<file path="src/rtl/screen_write_buffer.sv">
// Posted-write FIFO between the CPU screen region and the Screen VRAM port.
// Define SCREEN_WRITE_MERGE_EN to fold repeat writes into the tail entry.
module screen_write_buffer #(
  parameter int DEPTH  = 4,
  parameter int ADDR_W = 13,
  parameter int DATA_W = 16
) (
  input  logic              clk,
  input  logic              reset,
  input  logic              cpu_write,
  input  logic              cpu_read,
  input  logic [ADDR_W-1:0] cpu_addr,
  input  logic [DATA_W-1:0] cpu_din,
  output logic [DATA_W-1:0] cpu_dout,
  output logic              cpu_stall,
  output logic              vram_load,
  output logic [ADDR_W-1:0] vram_addr,
  output logic [DATA_W-1:0] vram_din,
  input  logic              vram_busy,
  input  logic [DATA_W-1:0] vram_dout
);

  localparam int PW = $clog2(DEPTH);
  localparam logic [PW:0] FULL = (PW+1)'(DEPTH);

  typedef enum logic [1:0] {
    IDLE,
    DRAIN,
    ADDR,
    DATA
  } state_t;

  state_t state;

  logic [ADDR_W-1:0] addr_q [DEPTH];
  logic [DATA_W-1:0] data_q [DEPTH];

  logic [PW-1:0]     rd_ptr;
  logic [PW-1:0]     wr_ptr;
  logic [PW:0]       count;
  logic [PW:0]       count_nxt;
  logic [ADDR_W-1:0] rd_addr;
  logic              rd_done;
  logic              req_wr;
  logic              wr_blk;
  logic              wr_ok;
  logic              merge;
  logic              full;
  logic              push;
  logic              pop;

  // The write of a combined read+write request is pushed once, in the
  // request cycle; it is still presented in the completion cycle.
  assign wr_blk = rd_done & req_wr;
  assign wr_ok  = (state == IDLE) & cpu_write & ~wr_blk;
  assign full   = (count == FULL);

`ifdef SCREEN_WRITE_MERGE_EN
  logic [PW-1:0] tail;

  assign tail  = wr_ptr - PW'(1);
  assign merge = wr_ok
               & (count >= (PW+1)'(2))
               & (addr_q[tail] == cpu_addr);
`else
  assign merge = 1'b0;
`endif

  assign vram_load = (count != '0)
                   & ((state == IDLE) | (state == DRAIN));
  assign pop       = vram_load & ~vram_busy;
  assign push      = wr_ok & ~merge & (~full | pop);
  assign count_nxt = count + (PW+1)'(push) - (PW+1)'(pop);

  assign vram_addr = (state == ADDR) ? rd_addr : addr_q[rd_ptr];
  assign vram_din  = data_q[rd_ptr];

  assign cpu_stall = (state != IDLE)
                   | (cpu_read & ~rd_done)
                   | (wr_ok & ~merge & full & ~pop);

  always_ff @(posedge clk) begin
    if (push) begin
      addr_q[wr_ptr] <= cpu_addr;
      data_q[wr_ptr] <= cpu_din;
    end
`ifdef SCREEN_WRITE_MERGE_EN
    if (merge) begin
      data_q[tail] <= cpu_din;
    end
`endif
  end

  always_ff @(posedge clk) begin
    if (reset) begin
      state    <= IDLE;
      rd_ptr   <= '0;
      wr_ptr   <= '0;
      count    <= '0;
      rd_addr  <= '0;
      rd_done  <= 1'b0;
      req_wr   <= 1'b0;
      cpu_dout <= '0;
    end else begin
      count <= count_nxt;
      if (push) begin
        wr_ptr <= wr_ptr + PW'(1);
      end
      if (pop) begin
        rd_ptr <= rd_ptr + PW'(1);
      end
      unique case (state)
        IDLE: begin
          rd_done <= 1'b0;
          if (rd_done) begin
            req_wr <= 1'b0;
          end else if (cpu_read) begin
            rd_addr <= cpu_addr;
            req_wr  <= push;
            state   <= ((count != '0) | push) ? DRAIN : ADDR;
          end
        end
        DRAIN: begin
          if (count_nxt == '0) begin
            state <= ADDR;
          end
        end
        ADDR: begin
          if (!vram_busy) begin
            state <= DATA;
          end
        end
        DATA: begin
          cpu_dout <= vram_dout;
          rd_done  <= 1'b1;
          state    <= IDLE;
        end
        default: state <= IDLE;
      endcase
    end
  end

endmodule

</file>
<file path="config.mk">
export PLATFORM = sky130hd
export DESIGN_NAME = screen_write_buffer
export DESIGN_NICKNAME = d
export VERILOG_FILES = /design/src/rtl/screen_write_buffer.sv
export SDC_FILE = /design/constraint.sdc
export NUM_CORES = 1
export LEC_CHECK = 0
export BUFFER_PORTS_ARGS = -buffer_cell sky130_fd_sc_hd__buf_2
export CORE_UTILIZATION = 45
export CTS_CLUSTER_SIZE = 20
export DETAILED_ROUTE_END_ITERATION = 12
export PLACE_DENSITY = 0.68
export SLEW_MARGIN = 5
export SYNTH_ARGS = -nofsm -noshare
export SYNTH_HDL_FRONTEND = slang
export SYNTH_SLANG_ARGS = --single-unit
</file>
<file path="constraint.sdc">
create_clock -name clk -period 7.2 [get_ports clk]
set_input_delay 1.44 -clock clk [delete_from_list [all_inputs] [get_ports clk]]
set_output_delay 1.44 -clock clk [all_outputs]
set_load 0.05 [all_outputs]
</file>
; Yosys cells after proc, flatten, opt, wreduce, memory -nomap -nowiden
; Memories as Yosys holds them, arrays and structs flattened. A register that Yosys moved wholly into a read port is not among the register bits.
; Cells that the tools add are included.
[word_totals]
ff_bits = 40
ram_bits = 116
out_inout_bits = 47
memories = 2
[op_classes]
muxes = 16
n_addsub = 4
reduce_logical = 9
n_eq_ne = 8
bitwise = 19
[memory_table]
columns = memory, words, word_bits, rd, rd_clocked_by_memory_dff, write_ports, line
row1 = data_q, 4, 16, 1, 1, 1, 36  ; logic [DATA_W-1:0] data_q [DEPTH];
row2 = addr_q, 4, 13, 1, 1, 1, 35  ; logic [ADDR_W-1:0] addr_q [DEPTH];
[op_table]
columns = operator, count
row1 = 2-bit 2-to-1 mux, 9
row2 = 13-bit 2-to-1 mux, 1
row3 = 1-bit bitwise AND, 9
row4 = 2-bit one-hot mux with 4 select lines, 1
row5 = 2-bit != test (second input constant), 3
row6 = 2-bit nonzero test, 3
row7 = 1-bit NOT, 5
row8 = 1-bit bitwise OR, 5
row9 = 2-bit by 1-bit adder with 2-bit output (second input constant), 2
row10 = 2-bit == test (second input constant), 2
row11 = 1-bit 2-to-1 mux, 4
row12 = 4-bit AND reduction, 1
row13 = 3-bit by 1-bit adder with 3-bit output, 1
row14 = 3-bit == test (second input constant), 1
row15 = 3-bit logical NOT, 1
row16 = 3-bit AND reduction, 1
row17 = 3-bit nonzero test, 1
row18 = 3-bit by 1-bit subtractor with 3-bit output, 1
row19 = 2-bit by 1-bit == test with 1-bit output (second input constant), 1
row20 = 2-bit logical NOT, 1
row21 = 2-bit by 1-bit != test with 1-bit output (second input constant), 1
row22 = 1-bit one-hot mux with 2 select lines, 1
row23 = 2-bit AND reduction, 1

; Logic depth before layout (Yosys ltp)
[logic_depth]
ltp_word = 11
ltp_mapped = 13
ltp_nobuf = 13

; Worst setup path after synthesis
; Ideal clock, no wire load.
[synth_path]
kind = input to output
start = input vram_busy
end = output cpu_stall
cell_stages = 4
t_required_ns = 5.760
path_slack_ns = 2.811
arrival_time_ns = 2.949
n_path_buf = 0
cell_sequence = o21bai_1 -> nand4_1 -> o21a_1 -> o21ai_0
[synth_via]
elab_chain_cells = 5
[synth_rtl]
columns = element, line
row1 = from (decl), 19  ; input logic vram_busy,
row2 = 1-bit NOT, 71  ; assign pop = vram_load & ~vram_busy;
row3 = 1-bit bitwise AND, 71
row4 = 1-bit NOT, 80  ; | (wr_ok & ~merge & full & ~pop);
row5 = 1-bit bitwise AND, 80
row6 = 1-bit bitwise OR, 80
row7 = to (decl), 15  ; output logic cpu_stall,
; Every way passes these cells.

; Final worst setup path
; Ends and elaborated chain as after synthesis.

==> metrics.txt <==
status=finished clean; Worst Skew=0.00664 ns; setup TNS=0 ns; total wire length=11400 µm; Worst Path Max Fanout=5; n_diodes=0; DR WL/cell=17.6 µm; Seq/Total Area, Yosys=0.706; Starting Density=0.462; Worst VDD drop=0.000254 V; max_cap viols=0; Die Wd=119 µm; CTS root buffer=clkbuf_16; postcts setup bufs=0; Worst-path clk slew=0.06 ns; combinational power share=0.337; initial antenna violation count=0; mean post-synth cell area=17.0 µm²; CP startpoint=vram_busy; share of synthesized registers carrying an async set or reset=0; Flop pwr share=0.368; Final Critical Period=3.89 ns; Post-Syn Area=0.00612 mm²; critical path class=input port to output port; Iteration-0 DRC Markers=220; Unique masters post-synth=35; number of synthesized flops with an enable pin=116; switching share of power=0.358; Final setup viols=0; final worst-path cycle share=0.540; Ys Warns=0; RePlAce Congestion=0.831; Pleak=2.65 nW; Multi-input gate area=0.00170 mm²; most frequent cells in the layout=edfxtp_1 (116), buf_2 (96), dfxtp_1 (40), mux4_2 (29), nor2_1 (28); fill cell count=1117; Cells after Synth=359; layout cells sized above 1=0.385; CTS resizes=0; total track usage=0.177; R2R Path End=state[0]$_SDFFE_PP0P_; Reg-to-Reg Start=state[0]$_SDFFE_PP0P_; drt first pass iters=4; Post-Layout Inst Area=0.00741 mm²; # DRC=0; first-pass GRT wire length=18400 µm; FF-to-FF path depth=13; Placed Instances=617; CTS Buffer Depth=2; clock share of power=0.295; Final Hold Vio Count=0; count of pins over their slew limit=0; WP data required=5.76 ns; Yosys reg bits=158; Finished Layout Cells=649; ANT nets after route=0; gr ovfl total=0; clock sinks=158; CTS tree=built; ys flop type=edfxtp_1; internal power=2.07 mW; Vias=3312; Syn Nets=421; Least-Margin Pin Slew=0.956 ns; largest net degree at the start of global routing=42; register area=0.00433 mm²; DP HPWL=6750 µm; row cnt=42; Die Ht=119 µm; Startpoint Class=input port; clock latency on the worst-skew pair=0.42 ns; Slew HR=0.362; R2R Setup Slk=3.75 ns; P per Cell Area=436 mW/mm²; Max Freq=257 MHz; CTS Buf Count=17; sw power=1.16 mW; via/cell ratio=5.10; vias in the first global route=3486; Hold Crit Class=register to register; # IOs=97; RSZ-0062 raised after global routing=no; placed inst area=0.00677 mm²; Syn-to-layout area delta=21.0%; PortBufs=96; crit path DAT=2.45 ns; Worst setup endpoint=cpu_stall; H-tree depth=4; commonest non-fill, non-tap cell in the layout=edfxtp_1; die area=0.0141 mm²; # nets final=522; post-cts hold buffer count=0; Std-Cell Core Area=0.0132 mm²; CP endpoint kind=output port
## sequential cells by signal (all words and copies together) (netlist names), named ones only
register / flops
addr_q: 52
count: 3
cpu_dout: 16
data_q: 64
rd_addr: 13
rd_done: 1
rd_ptr: 2
req_wr: 1
state: 2
wr_ptr: 2
## cell families (layout without fill, tap and decap cells)
logic type,Yosys count,in the layout,synth area share
flip-flops,158,158,0.706
AND/OR/NAND/NOR,71,71,0.0501
multiplexers,60,60,0.160
AO/OA/AOI/OAI,29,29,0.0325
buffers and inverters,25,139,0.0170
adder cells (fa/ha/maj),12,12,0.0258
XOR/XNOR,4,4,0.00818
## power by group through the flow
| stage | sequential [mW] | combinational (mW) | clock (mW) |
|---|---|---|---|
| global route | 1.20 | 1.16 | 1.00 |
| detailed placement | 1.21 | 1.10 | 0 |
| finish | 1.19 | 1.09 | 0.953 |
| global placement | 1.20 | 1.10 | 0 |
| floorplan | 1.21 | 0.852 | 0 |
| CTS | 1.19 | 1.10 | 0.965 |
## critical path, cell delays in order
cell	delay (ns)
buf_2	0.12
o21bai_1	0.15
nand4_1	0.13
o21a_1	0.18
o21ai_0	0.14
buf_2	0.28
## how the worst min path moves through the flow
| stage | from | to | slack, ns | cells past startpoint |
|---|---|---|---|---|
| 6_report | rd_addr[7]$_SDFFE_PP0P_ | rd_addr[7]$_SDFFE_PP0P_ | 0.46 | 2 |
| 5_1_grt | rd_addr[12]$_SDFFE_PP0P_ | rd_addr[12]$_SDFFE_PP0P_ | 0.47 | 2 |
| 4_1_cts | rd_addr[12]$_SDFFE_PP0P_ | rd_addr[12]$_SDFFE_PP0P_ | 0.46 | 2 |
| 3_5_place_dp | rd_addr[8]$_SDFFE_PP0P_ | rd_addr[8]$_SDFFE_PP0P_ | 0.45 | 2 |
| 3_3_place_gp | rd_addr[0]$_SDFFE_PP0P_ | rd_addr[0]$_SDFFE_PP0P_ | 0.44 | 2 |
| 2_1_floorplan | rd_addr[0]$_SDFFE_PP0P_ | rd_addr[0]$_SDFFE_PP0P_ | 0.43 | 2 |
## through the flow
| stage | power [mW] | hold WS, ns | utilization | setup WS (ns) |
|---|---|---|---|---|
| after CTS | 3.26 | 0.455 | 0.559 | 3.29 |
| final | 3.23 | 0.456 | 0.559 | 3.31 |
| after floorplan | 2.06 | 0.433 | - | 2.81 |
| after detailed placement | 2.31 | 0.445 | 0.512 | 2.89 |
| after global routing | 3.37 | 0.474 | 0.559 | 3.12 |
| after global placement | 2.29 | 0.439 | 0.512 | 3.03 |
## area by class of cell
class / count / area share
well taps: 176 / 0.0297
multi-input cells: 176 / 0.229
repair buffers: 98 / 0.0669
inverters: 9 / 0.00456
flip-flops and latches: 158 / 0.584
clock buffers: 17 / 0.0574
clock inverters: 15 / 0.0280
## routing by layer
layer	wire length, µm	global-route usage
met1	5050	0.227
met2	5710	0.284
met3	625	0.0541
met4	63	0.0633
met5	0	0
## Yosys cell counts, types with 3 or more instances
cell type / n / share of area
nor2_1: 28 / 0.017
xnor2_1: 3 / 0.0043
a21oi_1: 15 / 0.012
buf_2: 5 / 0.0041
nor2b_1: 4 / 0.0041
ha_1: 11 / 0.022
mux2i_1: 18 / 0.029
dfxtp_1: 42 / 0.14
mux2_2: 13 / 0.024
nand2_1: 27 / 0.017
o21ai_0: 3 / 0.0025
inv_1: 9 / 0.0055
and2_1: 5 / 0.0051
edfxtp_1: 116 / 0.57
mux4_2: 29 / 0.11
clkbuf_1: 9 / 0.0055
Power figures use the tool's default switching activity.
